### config.mk
export PLATFORM = sky130hd
export DESIGN_NAME = hazard_unit
export DESIGN_NICKNAME = d
export VERILOG_FILES = /design/src/rtl/hazard_unit.sv
export SDC_FILE = /design/constraint.sdc
export NUM_CORES = 1
export LEC_CHECK = 0
export ABC_AREA = 1
export CAP_MARGIN = 5
export CORE_ASPECT_RATIO = 1.5
export CORE_MARGIN = 3
export CORE_UTILIZATION = 49
export CTS_CLUSTER_SIZE = 8
export DETAILED_ROUTE_END_ITERATION = 10
export PLACE_DENSITY = 0.84
export RECOVER_POWER = 25
export SLEW_MARGIN = 5
export SYNTH_ARGS = -nofsm -noshare
export SYNTH_HDL_FRONTEND = slang
export SYNTH_SLANG_ARGS = --single-unit
### constraint.sdc
create_clock -name clk -period 2.99 [get_ports clk]
set_input_delay 0.598 -clock clk [delete_from_list [all_inputs] [get_ports clk]]
set_output_delay 0.598 -clock clk [all_outputs]
set_load 0.005 [all_outputs]
### src/rtl/hazard_unit.sv
`default_nettype none
// ============================================================================
//  Module   : hazard_unit
//  Purpose  : Central pipeline hazard detector. Produces per-stage stall and
//             flush request vectors and the halt indication consumed by the
//             pipeline control unit (which turns them into keep/dirty).
//             Detects load-use hazards, EX-resolved branch/jump redirects,
//             multi-cycle MDU occupancy of EX and data-memory wait states,
//             and sequences the processor halt (drain, then freeze).
//             Stage index: 0=IF, 1=ID, 2=EX, 3=MEM, 4=WB.
//  Ports    : clk             - system clock, rising edge
//             rst             - asynchronous active-low reset
//             id_rs, id_rt    - source register fields of the ID instruction
//             id_uses_rt      - ID instruction reads rt
//             id_halt         - ID holds a valid halt instruction
//             ex_rd           - destination register of the EX instruction
//             ex_mem_read     - EX instruction is a load
//             ex_branch_taken - EX resolved a taken branch/jump
//             ex_mdu_start    - EX holds a valid mul/div (level)
//             mem_wait        - data memory not ready, MEM must hold
//             stall[4:0]      - one-hot-or-zero stall (bit i holds 0..i)
//             flush[4:0]      - flush request (bit i squashes 0..i)
//             hlt             - processor halted, freezes MEM/WB
//  Revision : 1.0 - initial release
// ============================================================================
module hazard_unit #(
    parameter int MDU_CYCLES   = 4,
    parameter int DRAIN_CYCLES = 3
) (
    input  logic       clk,
    input  logic       rst,
    input  logic [4:0] id_rs,
    input  logic [4:0] id_rt,
    input  logic       id_uses_rt,
    input  logic       id_halt,
    input  logic [4:0] ex_rd,
    input  logic       ex_mem_read,
    input  logic       ex_branch_taken,
    input  logic       ex_mdu_start,
    input  logic       mem_wait,
    output logic [4:0] stall,
    output logic [4:0] flush,
    output logic       hlt
);

    // The first MDU cycle is spent in M_IDLE, so the busy counter is loaded
    // with two less than the total occupancy.
    localparam logic [3:0] MDU_LOAD   = 4'(MDU_CYCLES - 2);
    localparam logic [3:0] DRAIN_LOAD = 4'(DRAIN_CYCLES);

    typedef enum logic [1:0] {
        M_IDLE = 2'd0,
        M_BUSY = 2'd1,
        M_DONE = 2'd2
    } mdu_state_t;

    typedef enum logic [1:0] {
        RUN    = 2'd0,
        DRAIN  = 2'd1,
        HALTED = 2'd2
    } halt_state_t;

    mdu_state_t  mdu_state;
    halt_state_t halt_state;
    logic [3:0]  cnt;
    logic [3:0]  dcnt;

    logic        s1_load_use;
    logic        s2_mdu;
    logic        s3_mem;
    logic [4:0]  stall_raw;
    logic        halted;
    logic        active;
    logic        branch_flush;
    logic        halt_flush;
    logic        halt_accept;

    // ------------------------------------------------------------------
    // Stall sources
    // ------------------------------------------------------------------
    // A taken branch squashes the ID instruction, so a load-use hazard
    // against it is irrelevant.
    assign s1_load_use = ex_mem_read && (ex_rd != 5'd0)
                       && ((ex_rd == id_rs) || (id_uses_rt && (ex_rd == id_rt)))
                       && !ex_branch_taken;

    assign s2_mdu = ((mdu_state == M_IDLE) && ex_mdu_start) || (mdu_state == M_BUSY);
    assign s3_mem = mem_wait;

    // Only the deepest stall is reported; it already holds all younger stages.
    always_comb begin
        stall_raw = 5'b00000;
        if (s3_mem) begin
            stall_raw[3] = 1'b1;
        end else if (s2_mdu) begin
            stall_raw[2] = 1'b1;
        end else if (s1_load_use) begin
            stall_raw[1] = 1'b1;
        end
    end

    assign halted = (halt_state == HALTED);
    // Once halted the pipeline is empty, so every hazard source is masked.
    assign active = rst && !halted;

    // A branch held by a MEM or EX stall is redirected when the stall releases.
    assign branch_flush = active && ex_branch_taken && (stall_raw[3:2] == 2'b00);
    assign halt_flush   = rst && (halt_state != RUN);

    assign stall = active ? stall_raw : 5'b00000;
    assign flush = {3'b000, branch_flush, halt_flush};
    assign hlt   = rst && halted;

    assign halt_accept = id_halt && (stall_raw == 5'b00000) && !branch_flush;

    // ------------------------------------------------------------------
    // MDU occupancy FSM
    // ------------------------------------------------------------------
    always_ff @(posedge clk or negedge rst) begin
        if (!rst) begin
            mdu_state <= M_IDLE;
            cnt       <= 4'd0;
        end else begin
            case (mdu_state)
                M_IDLE: begin
                    if (ex_mdu_start) begin
                        cnt       <= MDU_LOAD;
                        mdu_state <= (MDU_CYCLES == 2) ? M_DONE : M_BUSY;
                    end
                end
                M_BUSY: begin
                    // The MDU keeps computing even while MEM is held.
                    cnt <= cnt - 4'd1;
                    if (cnt == 4'd1) begin
                        mdu_state <= M_DONE;
                    end
                end
                M_DONE: begin
                    // The finished instruction stays in EX while MEM waits;
                    // its still-asserted start level must not re-trigger.
                    if (!mem_wait) begin
                        mdu_state <= M_IDLE;
                    end
                end
                default: begin
                    mdu_state <= M_IDLE;
                    cnt       <= 4'd0;
                end
            endcase
        end
    end

    // ------------------------------------------------------------------
    // Halt sequencing FSM
    // ------------------------------------------------------------------
    always_ff @(posedge clk or negedge rst) begin
        if (!rst) begin
            halt_state <= RUN;
            dcnt       <= 4'd0;
        end else begin
            case (halt_state)
                RUN: begin
                    if (halt_accept) begin
                        halt_state <= DRAIN;
                        dcnt       <= DRAIN_LOAD;
                    end
                end
                DRAIN: begin
                    // Drain progress only counts cycles in which MEM advances.
                    if (!stall_raw[3]) begin
                        dcnt <= dcnt - 4'd1;
                        if (dcnt == 4'd1) begin
                            halt_state <= HALTED;
                        end
                    end
                end
                HALTED: begin
                    halt_state <= HALTED;
                end
                default: begin
                    halt_state <= RUN;
                    dcnt       <= 4'd0;
                end
            endcase
        end
    end

endmodule
`default_nettype wire
==> reports/qor.csv, run 1 <==
stage,metric,value,unit
status,outcome,"complete, no violations",
clock_tree,cts_tree,built,
routing,wl_met1,970,um
routing,first_pass_iters,4,
floorplan,core_area,2050,um2
setup_path,endpoint,stall[1],
clock_tree,clk_pin_slew,0.08,ns
global_route,grt_use_total,20.4,%
sta,fin_skew,0.00353,ns
synthesis,yosys.cell_types.count,23,
clock_tree,htreeDepth,1,
setup_path,cp-end-kind,output pin,
power_and_ir_drop,clockPowerShare,13.0,%
clock_tree,cts_sinks,12,
power_and_ir_drop,powerDensity,727,nW/um2
routing,dr_wl_met3,157,um
synthesis,syn_area,1070,um2
synthesis,syn_inst,167,
power_and_ir_drop,internal_power,0.558,mW
setup_path,reg2reg_from,halt_state[0]$_DFFE_PN0P_,
synthesis,yosys_register_bits,12,
layout,antenna_cells,0,
synthesis,yosys_warnings,0,
sta,tightest_slew,0.542,ns
clock_tree,cts-buffers-inserted,3,
setup_path,reg2regPathDepth,10,
sta,rsz0062_at_grt,no,
layout,area_growth_syn_to_layout,29.7,%
sta,finalSetupViolations,0,
place,gp_congestion,0.767,
floorplan,io-pin-count,34,
power_and_ir_drop,combPwrFrac,57.9,%
setup_path,path_max_fanout,3,
sta,fin_crit_sh,92.7,%
place,port_buffers,28,
clock_tree,clk_latency,0.28,ns
routing,highest_layer,met4,
setup_path,worst_ep_required_time,2.39,ns
sta,slew_headroom,63.9,%
global_route,grt_pass1_wl,4.43,mm
routing,wl_met2,1.30,mm
setup_path,path_class,primary input to output pin,
setup_path,crit_start,ex_rd[4],
synthesis,seq_area_frac_synth,28.0,%
sta,hold_ws,0.505,ns
power_and_ir_drop,p_switching,0.455,mW
sta,finalHoldViolCount,0,
run,max-cap-violations,0,
sta,fin_ws,0.219,ns
global_route,antenna_found_initial,0,
layout,seqCellArea,300,um2
global_route,grt_max_degree,14,
global_route,grt_pass1_vias,1077,
floorplan,start_util,52.3,%
routing,vias,1077,
power_and_ir_drop,leakagePower,0.785,nW
layout,finalNetCount,228,
clock_tree,cts_buffer_depth,2,
power_and_ir_drop,pwr-share-seq,29.1,%
clock_tree,cts_setup_buffers,0,
floorplan,rows,20,
floorplan,dieArea,2800,um2
setup_path,start_kind,primary input,
routing,vias_per_cell,4.92,
sta,fmax,361,MHz
setup_path,worstReg2RegEnd,dcnt[2]$_DFFE_PN0P_,
routing,wl,2.51,mm
place,hpwl,2.09,mm
layout,multi_input_area,604,um2
layout,fillCellCount,171,
synthesis,synth.avg_cell_area,6.43,um2
place,pre_cts_ws,0.184,ns
sta,fin_setup_tns,0,ns
floorplan,die_height,63.3,um
routing,ant_nets,0,
floorplan,chipWidth,44.2,um
setup_path,rrSetupSlack,1.40,ns
setup_path,arrival,2.17,ns
layout,final_util,67.9,%
sta,period_needed,2.77,ns
global_route,overflow,0,
routing,drc,0,
layout,instances_no_fill,219,
power_and_ir_drop,ir_drop,0.000495,V
routing,drt-initial-drc-count,32,
sta,slew_viol_final,0,
layout,drive_above_1_share,10.2,%
hold_path,hp-class,register to register,
routing,avgRoutedWirePerCell,11.4,um
clock_tree,cts_root_buffer,clkbuf_4,
power_and_ir_drop,switching_share,44.9,%
place,dp.cells,215,
-- area by class of cell --
| class | instances | area share (%) |
|---|---|---|
| well taps | 22 | 1.98 |
| repair buffers | 29 | 21.0 |
| inverters | 35 | 9.43 |
| clock buffers | 4 | 2.61 |
| flip-flops and latches | 12 | 21.6 |
| multi-input cells | 117 | 43.4 |
-- metal layers --
layer | global-route usage [%] | vias up
li1 | - | 559
met1 | 22.5 | 455
met2 | 36.9 | 52
met3 | 1.71 | 11
met4 | 9.81 | 0
met5 | 0 | -
-- worst min path at each step --
| stage | startpoint | end | slack (ns) | cells after the start |
|---|---|---|---|---|
| 2_1_floorplan | rst | cnt[0]$_DFFE_PN0P_ | 0.30 | 0 |
| 3_3_place_gp | dcnt[1]$_DFFE_PN0P_ | dcnt[1]$_DFFE_PN0P_ | 0.48 | 2 |
| 3_5_place_dp | dcnt[1]$_DFFE_PN0P_ | dcnt[1]$_DFFE_PN0P_ | 0.49 | 2 |
| 4_1_cts | dcnt[1]$_DFFE_PN0P_ | dcnt[1]$_DFFE_PN0P_ | 0.51 | 2 |
| 5_1_grt | dcnt[1]$_DFFE_PN0P_ | dcnt[1]$_DFFE_PN0P_ | 0.55 | 2 |
| 6_report | dcnt[1]$_DFFE_PN0P_ | dcnt[1]$_DFFE_PN0P_ | 0.50 | 2 |
-- through the flow --
stage,power (mW),area [um2]
after floorplan,0.727,1090
after global placement,0.851,1350
after detailed placement,0.887,1350
after CTS,1.02,1390
after global routing,1.13,1390
final,1.01,1390
-- power by group through the flow --
stage	Sequential [mW]	Combinational, mW	Clock (mW)
2_1_floorplan	0.284	0.443	0
3_3_place_gp	0.293	0.558	0
3_5_place_dp	0.298	0.589	0
4_1_cts	0.294	0.592	0.133
5_1_grt	0.304	0.686	0.138
6_report	0.295	0.586	0.132
-- registers in the layout (all words and copies together), names as in the netlist --
name / cells
mdu_state: 2
halt_state: 2
cnt: 4
dcnt: 4
-- cells in the mapped netlist --
cell	instances	area (um2)
a21oi_1	6	30.0
buf_4	7	52.6
conb_1	1	3.75
dfrtp_1	12	300
ha_1	7	87.6
inv_1	29	109
inv_2	6	22.5
nand2_1	49	184
nand2_2	3	18.8
nand2_4	2	22.5
nand3_1	12	60.1
nand4_1	1	6.26
nor2_1	14	52.6
nor2_2	2	12.5
nor3_1	1	5.00
o211ai_2	1	12.5
o21ai_0	6	30.0
o221ai_1	1	8.76
o22ai_1	1	6.26
o31ai_1	1	7.51
or2_1	1	6.26
or2_4	1	8.76
xnor2_1	3	26.3
-- cells in the final DEF (no fill, tap or decap) --
master,instances
buf_4,1
clkdlybuf4s50_1,26
o211ai_2,1
dfrtp_1,12
xnor2_1,3
clkbuf_4,3
inv_2,6
nor2_1,14
nor2_2,2
o22ai_1,1
clkbuf_8,1
inv_1,29
a21oi_1,6
dlymetal6s2s_1,2
nand4_1,1
or2_4,1
ha_1,7
nand2_1,49
nand2_4,2
or2_1,1
nand2_2,3
o31ai_1,1
nor3_1,1
o221ai_1,1
o21ai_0,6
conb_1,5
nand3_1,12
-- worst max-delay path, stage by stage --
cell and delay (ns):
clkdlybuf4s50_1 0.53, inv_2 0.06, nand2_1 0.05, nand2_1 0.05
nor2_1 0.09, nand3_1 0.07, nand2_1 0.08, nand2_2 0.06
nor2_1 0.08, clkdlybuf4s50_1 0.50
-- timing repair --
item | in CTS | in global routing
resized for setup | 0 | 2
hold buffers | 0 | 0
setup endpoints to repair | 0 | 1
-- cells by family after synthesis --
| family | Yosys count | synth area share [%] |
|---|---|---|
| and+or+nand+nor | 86 | 35.1 |
| buffers and inverters | 42 | 17.1 |
| AOI/OAI and AO/OA | 16 | 8.86 |
| DFF | 12 | 28.0 |
| adders and majority gates | 7 | 8.16 |
| xor gates and xnor gates | 3 | 2.45 |
| other | 1 | 0.349 |
Power figures use the tool's default switching activity.
==> run 2, diff against run 1 <==
==> constraint.sdc (replaced) <==
create_clock -name clk -period 3.2 [get_ports clk]
set_input_delay 0.64 -clock clk [delete_from_list [all_inputs] [get_ports clk]]
set_output_delay 0.64 -clock clk [all_outputs]
set_load 0.005 [all_outputs]
==> run 2 against run 1 <==
Net effect: sequential power decreased by 6%; global-route usage decreased by 0.23 points; clock power decreased by 9.8%; total power decreased by 6.0%; critical path depth decreased by 3; non-clock buffer count unchanged; critical endpoint unchanged; die area unchanged; largest cell class unchanged.
==> reports/qor.csv, run 2 (synthesis results as in run 1) <==
stage,metric,value,unit,change
routing,ant_nets,0,,unchanged
floorplan,io-pin-count,34,,unchanged
global_route,overflow,0,,unchanged
global_route,grt_pass1_vias,1111,,+3.2%
setup_path,worst_ep_required_time,2.56,ns,+0.17 ns
sta,rsz0062_at_grt,no,,
routing,drt-initial-drc-count,21,,-34%
power_and_ir_drop,fin_total_pwr,0.952,mW,-6.0%
layout,finalNetCount,228,,unchanged
setup_path,endpoint,stall[1],,
run,max-cap-violations,0,,unchanged
routing,vias_per_cell,4.93,,+0.28%
setup_path,rrSetupSlack,1.61,ns,+0.21 ns
clock_tree,post_cts_resize_count,0,,unchanged
sta,slew_viol_final,0,,unchanged
sta,tightest_slew,0.509,ns,-0.0325 ns
global_route,antenna_found_initial,0,,unchanged
setup_path,path_max_fanout,4,,+1
status,outcome,"complete, no violations",,
sta,period_needed,2.90,ns,
sta,hold_ws,0.513,ns,+0.00867 ns
global_route,grt_use_total,20.1,%,-0.23 points
power_and_ir_drop,powerDensity,686,nW/um2,-5.7%
setup_path,path_class,primary input to output pin,,
setup_path,arrival,2.26,ns,+0.09 ns
power_and_ir_drop,leakagePower,0.767,nW,-2.3%
place,gp_congestion,0.790,,+3.0%
clock_tree,cts_sinks,12,,unchanged
sta,fmax,345,MHz,
routing,wl,2.54,mm,+1.4%
floorplan,chipWidth,44.2,um,unchanged
clock_tree,cts_root_buffer,clkbuf_4,,
layout,mostFrequentLayoutCells,"49 x nand2_1, 29 x inv_1, 27 x clkdlybuf4s50_1",,
sta,finalSetupViolations,0,,unchanged
place,pre_cts_ws,0.302,ns,+0.118 ns
layout,top_regs,"cnt (4), dcnt (4)",,
sta,finalHoldViolCount,0,,unchanged
layout,area_growth_syn_to_layout,29.3,%,
clock_tree,clk_latency,0.27,ns,about the same
place,port_buffers,28,,unchanged
clock_tree,clk_pin_slew,0.07,ns,about the same
setup_path,reg2reg_from,halt_state[0]$_DFFE_PN0P_,,
floorplan,start_util,52.3,%,unchanged
setup_path,reg2regPathDepth,10,,unchanged
power_and_ir_drop,ir_drop,0.000468,V,-5.5%
routing,first_pass_iters,4,,unchanged
sta,fin_crit_sh,90.6,%,
routing,avgRoutedWirePerCell,11.6,um,+1.4%
global_route,grt_pass1_wl,4.38,mm,-1.1%
sta,slew_headroom,66.0,%,+2.2 points
routing,vias,1080,,+0.28%
floorplan,core_area,2050,um2,unchanged
clock_tree,cts_hold_buffers,0,,unchanged
layout,final_util,67.6,%,-0.24 points
layout,final_common_cell,nand2_1,,
clock_tree,cts-buffers-inserted,3,,unchanged
place,dp.cells,215,,unchanged
clock_tree,cts_setup_buffers,0,,unchanged
place,hpwl,2.11,mm,+1.1%
hold_path,hp-class,register to register,,
floorplan,dieArea,2800,um2,unchanged
layout,instances_no_fill,219,,unchanged
sta,fin_ws,0.302,ns,+0.0827 ns
layout,antenna_cells,0,,unchanged
sta,fin_setup_tns,0,ns,unchanged
clock_tree,cts_buffer_depth,2,,unchanged
floorplan,rows,20,,unchanged
place,placed_cell_area,1350,um2,unchanged
clock_tree,htreeDepth,1,,unchanged
layout,drive_above_1_share,10.2,%,unchanged
floorplan,die_height,63.3,um,unchanged
layout,final_area,1390,um2,-0.36%
setup_path,crit_start,rst,,
setup_path,start_kind,primary input,,
clock_tree,cts_tree,built,,
sta,fin_skew,0.00668,ns,+0.00316 ns
global_route,grt_max_degree,14,,unchanged
routing,drc,0,,unchanged
setup_path,cp-end-kind,output pin,,
setup_path,worstReg2RegEnd,dcnt[0]$_DFFE_PN0P_,,
## run 2: report_power, final
group | switching [mW] | internal, mW
registers | 0.0550 | 0.223
clock network | 0.0499 | 0.0691
logic | 0.325 | 0.229
## run 2: critical path, cell delays in order
cell and delay (ns):
dlygate4sd3_1 0.55, inv_1 0.06, or2_4 0.24, nor2_1 0.10, nand2_1 0.08, nor2_1 0.10, clkdlybuf4s50_1 0.50
## run 2: cell type report
class / instances / area, um2
Timing Repair Buffer: 29 / 288
Inverter: 35 / 131
Sequential cell: 12 / 300
Fill cell: 186 / 664
Clock buffer: 4 / 36.3
Multi-Input combinational cell: 117 / 604
Tap cell: 22 / 27.5
## run 2: how the worst min path moves through the flow
stage                                   start                   to  slack, ns  cells past startpoint
after floorplan                           rst   cnt[0]$_DFFE_PN0P_       0.34                      0
after CTS                 dcnt[1]$_DFFE_PN0P_  dcnt[1]$_DFFE_PN0P_       0.52                      2
after global placement    dcnt[1]$_DFFE_PN0P_  dcnt[1]$_DFFE_PN0P_       0.48                      2
after detailed placement  dcnt[1]$_DFFE_PN0P_  dcnt[1]$_DFFE_PN0P_       0.50                      2
final                     dcnt[1]$_DFFE_PN0P_  dcnt[1]$_DFFE_PN0P_       0.51                      2
after global routing       cnt[0]$_DFFE_PN0P_   cnt[0]$_DFFE_PN0P_       0.55                      1
## run 2: layer usage
layer,GRT usage (%),wire length (um),vias to the layer above
li1,-,-,560
met5,0,0,-
met3,1.71,140,2
met1,19.8,960,486
met4,7.92,19,0
met2,39.8,1420,32
==> run 3, diff against run 2 <==
--- a/config.mk
+++ b/config.mk
@@ -6,10 +6,12 @@
 export NUM_CORES = 1
 export LEC_CHECK = 0
 export ABC_AREA = 1
+export ABC_CLOCK_PERIOD_IN_PS = 3200
 export CAP_MARGIN = 5
 export CORE_ASPECT_RATIO = 1.5
 export CORE_MARGIN = 3
 export CORE_UTILIZATION = 49
+export CTS_CLUSTER_DIAMETER = 80
 export CTS_CLUSTER_SIZE = 8
 export DETAILED_ROUTE_END_ITERATION = 10
 export PLACE_DENSITY = 0.84
==> results of run 3 <==
Same layout as run 2: the final DEF is identical, and so are final timing and power.
